### src/rtl/ogr_job_dispatcher.sv
// OGR job link initiator: sends a job packet MSB-first through the UART transmit
// interface, then collects the result packet with echo check and per-byte timeout.
module ogr_job_dispatcher #(
    parameter int          JOB_BYTES      = 6,
    parameter int          RESULT_BYTES   = 8,
    parameter logic [31:0] TIMEOUT_CYCLES = 32'd120000000
) (
    input  logic                      clock_i,
    input  logic                      reset_i,
    input  logic                      job_valid_i,
    output logic                      job_ready_o,
    input  logic [8*JOB_BYTES-1:0]    job_data_i,
    output logic                      busy_o,
    output logic                      result_valid_o,
    output logic [8*RESULT_BYTES-1:0] result_data_o,
    output logic                      result_echo_ok_o,
    output logic                      error_timeout_o,
    output logic                      error_rx_o,
    output logic                      transmit_o,
    output logic [7:0]                tx_byte_o,
    input  logic                      is_transmitting_i,
    input  logic                      received_i,
    input  logic [7:0]                rx_byte_i,
    input  logic                      recv_error_i
);

    localparam int JW   = 8 * JOB_BYTES;
    localparam int RW   = 8 * RESULT_BYTES;
    localparam int MAXB = (JOB_BYTES > RESULT_BYTES) ? JOB_BYTES : RESULT_BYTES;
    localparam int CW   = $clog2(MAXB + 1);

    typedef enum logic [2:0] {
        IDLE,
        TX_LOAD,
        TX_WAIT_BUSY,
        TX_WAIT_IDLE,
        RX,
        DONE
    } state_e;

    state_e          state_q, state_d;
    logic [JW-1:0]   tx_shift_q, tx_shift_d;
    logic [15:0]     echo_ref_q, echo_ref_d;
    logic [RW-1:0]   result_q, result_d;
    logic [CW-1:0]   cnt_q, cnt_d;
    logic [31:0]     tout_q, tout_d;
    logic            err_to_q, err_to_d;
    logic            err_rx_q, err_rx_d;
    logic            transmit_q, transmit_d;
    logic [7:0]      tx_byte_q, tx_byte_d;

    always_ff @(posedge clock_i) begin
        if (reset_i) begin
            state_q    <= IDLE;
            tx_shift_q <= '0;
            echo_ref_q <= '0;
            result_q   <= '0;
            cnt_q      <= '0;
            tout_q     <= '0;
            err_to_q   <= 1'b0;
            err_rx_q   <= 1'b0;
            transmit_q <= 1'b0;
            tx_byte_q  <= '0;
        end else begin
            state_q    <= state_d;
            tx_shift_q <= tx_shift_d;
            echo_ref_q <= echo_ref_d;
            result_q   <= result_d;
            cnt_q      <= cnt_d;
            tout_q     <= tout_d;
            err_to_q   <= err_to_d;
            err_rx_q   <= err_rx_d;
            transmit_q <= transmit_d;
            tx_byte_q  <= tx_byte_d;
        end
    end

    always_comb begin
        state_d    = state_q;
        tx_shift_d = tx_shift_q;
        echo_ref_d = echo_ref_q;
        result_d   = result_q;
        cnt_d      = cnt_q;
        tout_d     = tout_q;
        err_to_d   = err_to_q;
        err_rx_d   = err_rx_q;
        transmit_d = 1'b0;
        tx_byte_d  = tx_byte_q;

        case (state_q)
            IDLE: begin
                if (job_valid_i) begin
                    tx_shift_d = job_data_i;
                    echo_ref_d = job_data_i[JW-1 -: 16];
                    result_d   = '0;
                    err_to_d   = 1'b0;
                    err_rx_d   = 1'b0;
                    cnt_d      = '0;
                    state_d    = TX_LOAD;
                end
            end
            TX_LOAD: begin
                if (!is_transmitting_i) begin
                    tx_byte_d  = tx_shift_q[JW-1 -: 8];
                    tx_shift_d = {tx_shift_q[JW-9:0], 8'h00};
                    transmit_d = 1'b1;
                    state_d    = TX_WAIT_BUSY;
                end
            end
            TX_WAIT_BUSY: begin
                if (is_transmitting_i) begin
                    state_d = TX_WAIT_IDLE;
                end
            end
            TX_WAIT_IDLE: begin
                if (!is_transmitting_i) begin
                    if (cnt_q == CW'(JOB_BYTES - 1)) begin
                        cnt_d   = '0;
                        tout_d  = '0;
                        state_d = RX;
                    end else begin
                        cnt_d   = cnt_q + CW'(1);
                        state_d = TX_LOAD;
                    end
                end
            end
            RX: begin
                if (recv_error_i) begin
                    err_rx_d = 1'b1;
                end
                // A byte arriving on the terminal-count cycle wins over the timeout.
                if (cnt_q == CW'(RESULT_BYTES)) begin
                    state_d = DONE;
                end else if (received_i) begin
                    for (int k = 0; k < RESULT_BYTES; k++) begin
                        if (cnt_q == CW'(k)) begin
                            result_d[RW-1-8*k -: 8] = rx_byte_i;
                        end
                    end
                    cnt_d  = cnt_q + CW'(1);
                    tout_d = '0;
                end else begin
                    if (tout_q != '1) begin
                        tout_d = tout_q + 32'd1;
                    end
                    if ((TIMEOUT_CYCLES != 32'd0) && (tout_d >= TIMEOUT_CYCLES)) begin
                        err_to_d = 1'b1;
                        state_d  = DONE;
                    end
                end
            end
            DONE: begin
                state_d = IDLE;
            end
            default: begin
                state_d = IDLE;
            end
        endcase
    end

    assign job_ready_o      = (state_q == IDLE);
    assign busy_o           = (state_q != IDLE);
    assign result_valid_o   = (state_q == DONE);
    assign result_data_o    = result_q;
    assign result_echo_ok_o = (state_q == DONE) && (result_q[RW-1 -: 16] == echo_ref_q);
    assign error_timeout_o  = err_to_q;
    assign error_rx_o       = err_rx_q;
    assign transmit_o       = transmit_q;
    assign tx_byte_o        = tx_byte_q;

endmodule

### config.mk
export PLATFORM = sky130hd
export DESIGN_NAME = ogr_job_dispatcher
export DESIGN_NICKNAME = d
export VERILOG_FILES = /design/src/rtl/ogr_job_dispatcher.sv
export SDC_FILE = /design/constraint.sdc
export NUM_CORES = 1
export LEC_CHECK = 0
export ABC_AREA = 1
export ABC_CLOCK_PERIOD_IN_PS = 2400
export BUFFER_PORTS_ARGS = -buffer_cell sky130_fd_sc_hd__buf_2
export CORE_ASPECT_RATIO = 1.1
export CORE_MARGIN = 1
export CORE_UTILIZATION = 55
export DETAILED_ROUTE_END_ITERATION = 16
export MAX_ROUTING_LAYER = met4
export PLACE_DENSITY = 0.81
export SYNTH_ARGS = -nofsm -noshare
export SYNTH_HDL_FRONTEND = slang
export SYNTH_SLANG_ARGS = --single-unit
### constraint.sdc
create_clock -name clock_i -period 2.4 [get_ports clock_i]
set_input_delay 0.6 -clock clock_i [delete_from_list [all_inputs] [get_ports clock_i]]
set_output_delay 0.6 -clock clock_i [all_outputs]
set_load 0.03 [all_outputs]
==> results_dict.tcl, run 1 <==
set metrics [dict create \
    dp_cells 1521 \
    nFillCells 1281 \
    synthTopCellsByArea "dfxtp_1, nand2_1, a21oi_1" \
    drive_gt1_share_pct 24.0 \
    cts_root_buf "clkbuf_16" \
    crit_chain "inv_4 > nor3_4 > nand3_2 > a221oi_2 > nand3_1 > nor2_2 > buf_6" \
    yosys_warnings 0 \
    nNetsFinal 1429 \
    diodes 0 \
    postSynth.asyncResetShare_pct 0 \
    syn2layout_area_growth_pct 23.2 \
    syn_inst 1209 \
    clk_latency_ns 0.43 \
    drv_cap 0 \
    peakVddDrop_mv 0.858 \
    die_h_um 132 \
    cts.clk_slew.worst_paths_ns 0.07 \
    wl_per_cell_um 15.8 \
    via_per_inst 5.66 \
    place_ws_ns 0.0124 \
    grt_antenna_before_repair 0 \
    critPathMaxFanout 2 \
    dieArea_sq_um 15900 \
    layout_setup_ws_ns 0.0123 \
    use_met1_pct 37.0 \
    critPathKind "reg -> out" \
    drt_iter0_markers 781 \
    worst_pin_slew_ns 0.674 \
    initial_core_util_pct 56.2 \
    dpl_cell_area_sq_um 9470 \
    status "finished clean" \
    crit_path_end_kind "primary output" \
    core_sq_um 15100 \
    slew-limit-headroom_pct 54.8 \
    postRouteAntennaNets 0 \
    vias 8893 \
    grtUsageMet3_pct 6.19 \
    synth_top_area_share_pct 42.1 \
    path_buf_inv 2 \
    p_per_area_nw_per_um2 1140 \
    fin_crit_sh_pct 99.5 \
    busiest_layer "met2" \
    ys_types 43 \
    drc 0 \
    fin_crit_ns 2.39 \
    port_buffers 140 \
    total_power_mw 11.9 \
    synth.avg_cell_area_sq_um 7.00 \
    worst_ep_arrival_time_ns 1.79 \
    htreeDepth 4 \
    worst_ep_required_time_ns 1.80 \
    cpLargestDelayFamily "simple AND/OR/NAND/NOR gates" \
    dpl.hpwl_um 16500 \
    setup_tns_ns 0 \
    hold_viol 0 \
    whs_ns 0.421 \
    overflow 0 \
    placementRows 47 \
    synthesis.area_sq_um 8460 \
    grt_pass1_vias 8102 \
    clock_path_buffers 2 \
    hold_class "in -> reg" \
    grt_pass1_wl_um 39200 \
    synth_flop_cell "dfxtp_1" \
    cp-start-kind "register" \
    ios 141 \
    yosysTopAreaCell "dfxtp_1" \
    cpPeakStageDelay_ns 0.36 \
    routabilityCongestion 0.983 \
    synth_common_cells "nand2_1, dfxtp_1, a21oi_1, nand3_1, o21ai_0" \
    grt_max_degree 83 \
    grt_util_met2_pct 52.9 \
    synth_edf_count 0 \
    stdcell_count 1571 \
    drt_first_pass_iters 5 \
    synth-seq-area-share_pct 42.1 \
    fin_util_pct 69.2 \
    ys_ff_latch 178 \
    leakage_nw 4.40 \
    routed_wl_um 24800 \
    cts_hold_buf 0 \
    die_w_um 120 \
    syn_nets 1276 \
    fmax_mhz 419 \
    grt.total_usage_pct 31.9 \
    rsz0062_at_grt "true" \
    cts_tree "done" \
    slew_violations 0 \
    setup_violations 0 \
    fin_skew_ns 0.00732 \
    cp_slowest_cell "dfxtp_4" \
    yosys.cell_count.top_type "nand2_1" \
    cts_made_buffers 17 \
    design_area_sq_um 10400 \
    clock_sinks 178 \
]
## worst paths after layout
path	depth (start not counted)	end	start	slack, ns
worst max-delay path	7	result_echo_ok_o	state_q[0]$_SDFFE_PP0P_	0.01
worst min-delay path	3	tx_shift_q[19]$_SDFFE_PP0P_	job_data_i[19]	0.42
worst max register to register	14	state_q[1]$_SDFFE_PP0P_	tout_q[13]$_SDFFE_PP0P_	0.08
worst min register to register	2	result_data_o[32]$_SDFFE_PP0P_	result_data_o[32]$_SDFFE_PP0P_	0.46
## power by group
group          switching (mW)  internal (mW)
logic                    3.39           1.46
registers               0.449           3.70
clock network            1.33           1.59
## routing by layer
metal / routed length [um] / share of wire [%]
met2: 12400 / 50
met4: 954 / 3.8
met1: 9960 / 40
met5: 0 / 0
met3: 1550 / 6.2
## worst reg2reg max path: stages (launching register included)
cell and delay (ns):
dfxtp_2 0.36, nand2_1 0.14, nor2_2 0.19, nand2_2 0.12, nor2_8 0.22, nand3_2 0.24, nand2_1 0.16, nand3_1 0.10
nand3_1 0.15, nand3_2 0.14, nand4_4 0.13, nand3_2 0.09, nand2_1 0.08, inv_1 0.04, nor2_1 0.08
## cells by family (layout without fill, tap and decap cells)
logic type               count (synthesis)  count (layout)  share of synthesized area [%]
buffers and inverters                  160             324                           7.47
XOR/XNOR                                 8               8                          0.828
AND/OR/NAND/NOR                        566             568                           29.8
AO/OA/AOI/OAI                          292             292                           19.0
flip-flops                             178             178                           42.1
adder cells (fa/ha/maj)                  5               5                          0.740
## final cells by class
| class | instances | area, sq um | area share, % |
|---|---|---|---|
| inverters | 101 | 384 | 3.69 |
| flip-flops and latches | 178 | 3600 | 34.5 |
| well taps | 196 | 245 | 2.35 |
| repair buffers | 191 | 1140 | 10.9 |
| clock buffers | 17 | 425 | 4.08 |
| clock inverters | 15 | 193 | 1.85 |
| multi-input cells | 873 | 4430 | 42.5 |
## placed cells by master, fill, tap and decap left out, types with 5 or more instances in the layout
cell type	Yosys	layout
nor2_1	91	75
dfxtp_2	0	21
a31oi_1	41	41
nor2_2	11	22
a21oi_1	123	121
nor2_4	7	12
dfxtp_1	178	154
nand4_1	7	7
o21ai_1	4	5
o22ai_1	5	5
clkinvlp_4	0	5
inv_1	94	88
buf_2	19	139
nand2_1	299	297
nand2_2	7	9
inv_2	6	10
nand3_2	4	10
xnor2_1	5	5
o21ai_0	100	99
clkbuf_16	0	17
buf_4	0	47
nand3_1	120	115
## timing repair
action / CTS / global route
gates cloned: 1 / 1
setup endpoints to repair: 4 / 22
buffers inserted: 4 / 12
pin swaps: 5 / 12
resized for setup: 15 / 59
## registers in the layout, indices dropped and copies added (netlist names)
| name | count |
|---|---|
| cnt_q | 4 |
| echo_ref_q | 16 |
| error_rx_o | 1 |
| error_timeout_o | 1 |
| result_data_o | 64 |
| state_q | 3 |
| tout_q | 32 |
| transmit_o | 1 |
| tx_byte_o | 8 |
| tx_shift_q | 48 |
No activity file was read; power rests on OpenSTA's default activity.
==> run 2: changes to the inputs <==
==> constraint.sdc (replaced) <==
create_clock -name clock_i -period 2.4 [get_ports clock_i]
set_input_delay 0.24 -clock clock_i [delete_from_list [all_inputs] [get_ports clock_i]]
set_output_delay 0.24 -clock clock_i [all_outputs]
set_load 0.03 [all_outputs]
==> results_dict.tcl, run 2 (synthesized netlist as in run 1, its figures left out) <==
set metrics [dict create \
    nNetsFinal 1430 \
    clk_latency_ns 0.43 \
    status "finished clean" \
    clock_sinks 178 \
    worst_ep_arrival_time_ns 2.13 \
    hold_start "job_data_i[19]" \
    critPathMostFrequentCell "nand3_1" \
    layout_common_cells "nand2_1, dfxtp_1, buf_2" \
    p_per_area_nw_per_um2 1130 \
    peakVddDrop_mv 0.807 \
    dieArea_sq_um 15900 \
    cp-start-kind "register" \
    vias 8921 \
    grt_pass1_wl_um 38800 \
    grt_max_degree 83 \
    worst_pin_slew_ns 0.912 \
    overflow 0 \
    rsz0062_at_grt "true" \
    placementRows 47 \
    leakage_nw 4.42 \
    r2r_cells 18 \
    grt_pass1_vias 8004 \
    drc 0 \
    core_sq_um 15100 \
    cpPeakStageDelay_ns 0.42 \
    cp_slowest_cell "dfxtp_2" \
    hold_class "in -> reg" \
    critPathLaunch "state_q[2]$_SDFFE_PP0P_" \
    slew-limit-headroom_pct 39.2 \
    routed_wl_um 24600 \
    crit_chain "inv_1 > nor3_4 > nand3_1 > a221oi_1 > nand3_1 > nor2_1 > buf_2" \
    htreeDepth 4 \
    drive_gt1_share_pct 23.0 \
    die_h_um 132 \
    ios 141 \
    cts.clk_slew.worst_paths_ns 0.07 \
    worstHoldPathCells 3 \
    cts_root_buf "clkbuf_16" \
    fmax_mhz 422 \
    crit_path_end_kind "primary output" \
    fin_skew_ns 0.00949 \
    grt_antenna_before_repair 0 \
    port_buffers 140 \
    initial_core_util_pct 56.2 \
    path_buf_inv 2 \
    worst-path-stages 7 \
    die_w_um 120 \
    critPathKind "reg -> out" \
    worst_ep_required_time_ns 2.16 \
    r2r-start "tout_q[6]$_SDFFE_PP0P_" \
    dpl.hpwl_um 17200 \
    drt_first_pass_iters 8 \
    total_power_mw 11.8 \
    final_common_cell "nand2_1" \
    slew_violations 0 \
    syn2layout_area_growth_pct 22.6 \
    cpLargestDelayFamily "simple AND/OR/NAND/NOR gates" \
    cts_made_buffers 17 \
    critPathMaxFanout 5 \
    drt_iter0_markers 814 \
    setup_tns_ns 0 \
    hold_viol 0 \
    clock_path_buffers 2 \
    drv_cap 0 \
    routabilityCongestion 0.992 \
    wl_per_cell_um 15.7 \
    fin_util_pct 68.9 \
    fin_crit_ns 2.37 \
    fin_crit_sh_pct 98.7 \
    diodes 0 \
    grt.total_usage_pct 31.5 \
    postRouteAntennaNets 0 \
    largest_reg_flops 64 \
    setup_violations 0 \
    cts_tree "done" \
    via_per_inst 5.67 \
]
## run 2: final timing paths
| kind | slack [ns] | end |
|---|---|---|
| worst max register to register | 0.16 | state_q[1]$_SDFFE_PP0P_ |
| worst max-delay path | 0.03 | result_echo_ok_o |
| worst min-delay path | 0.06 | tx_shift_q[19]$_SDFFE_PP0P_ |
| worst min register to register | 0.46 | result_data_o[41]$_SDFFE_PP0P_ |
## run 2: repair_timing
item | in CTS | in global routing
resized for setup | 2 | 55
hold buffers | 0 | 0
pin swaps | 0 | 9
endpoints found under the setup margin | 5 | 34
buffers inserted | 0 | 9
## run 2: cell type report
class                      instances  area (sq um)
timing repair buffer             194          1150
tap                              196           245
inverter                         101           379
clock buffer                      18           439
clock inverter                    14           164
sequential                       178          3580
fill                            1321          4680
multi-input combinational        871          4410
## run 2: routing by layer
layer | vias up | global-route usage (%) | wire length [um] | share of wire (%)
li1 | 4340 | - | - | -
met1 | 4118 | 37.3 | 9950 | 40
met2 | 392 | 52.2 | 12200 | 50
met3 | 71 | 5.36 | 1570 | 6.4
met4 | 0 | 13.6 | 877 | 3.6
met5 | - | - | 0 | 0
## run 2: worst reg2reg max path, delay by kind of cell, from the launching register on
kind / cells / cell delay [ns]
flip-flops: 1 / 0.39
buffers and inverters: 3 / 0.29
AND/OR/NAND/NOR: 15 / 1.48
## run 2: through the flow
step / hold slack (ns) / area [sq um] / std cells / setup WS [ns]
3_3_place_gp: 0.448 / 9530 / 1531 / -0.00690
4_1_cts: 0.0635 / 10100 / 1563 / 0.0267
3_5_place_dp: 0.450 / 9530 / 1531 / -0.0275
5_1_grt: 0.0610 / 10400 / 1572 / -0.0179
2_1_floorplan: 0.385 / 8460 / 1209 / 0.234
6_report: 0.0585 / 10400 / 1572 / 0.0321
## run 2: power breakdown
group	switching, mW	internal, mW	total [mW]	leakage [nW]
combinational	3.34	1.42	4.77	2.66
clock	1.33	1.52	2.85	0.291
sequential	0.467	3.69	4.15	1.46
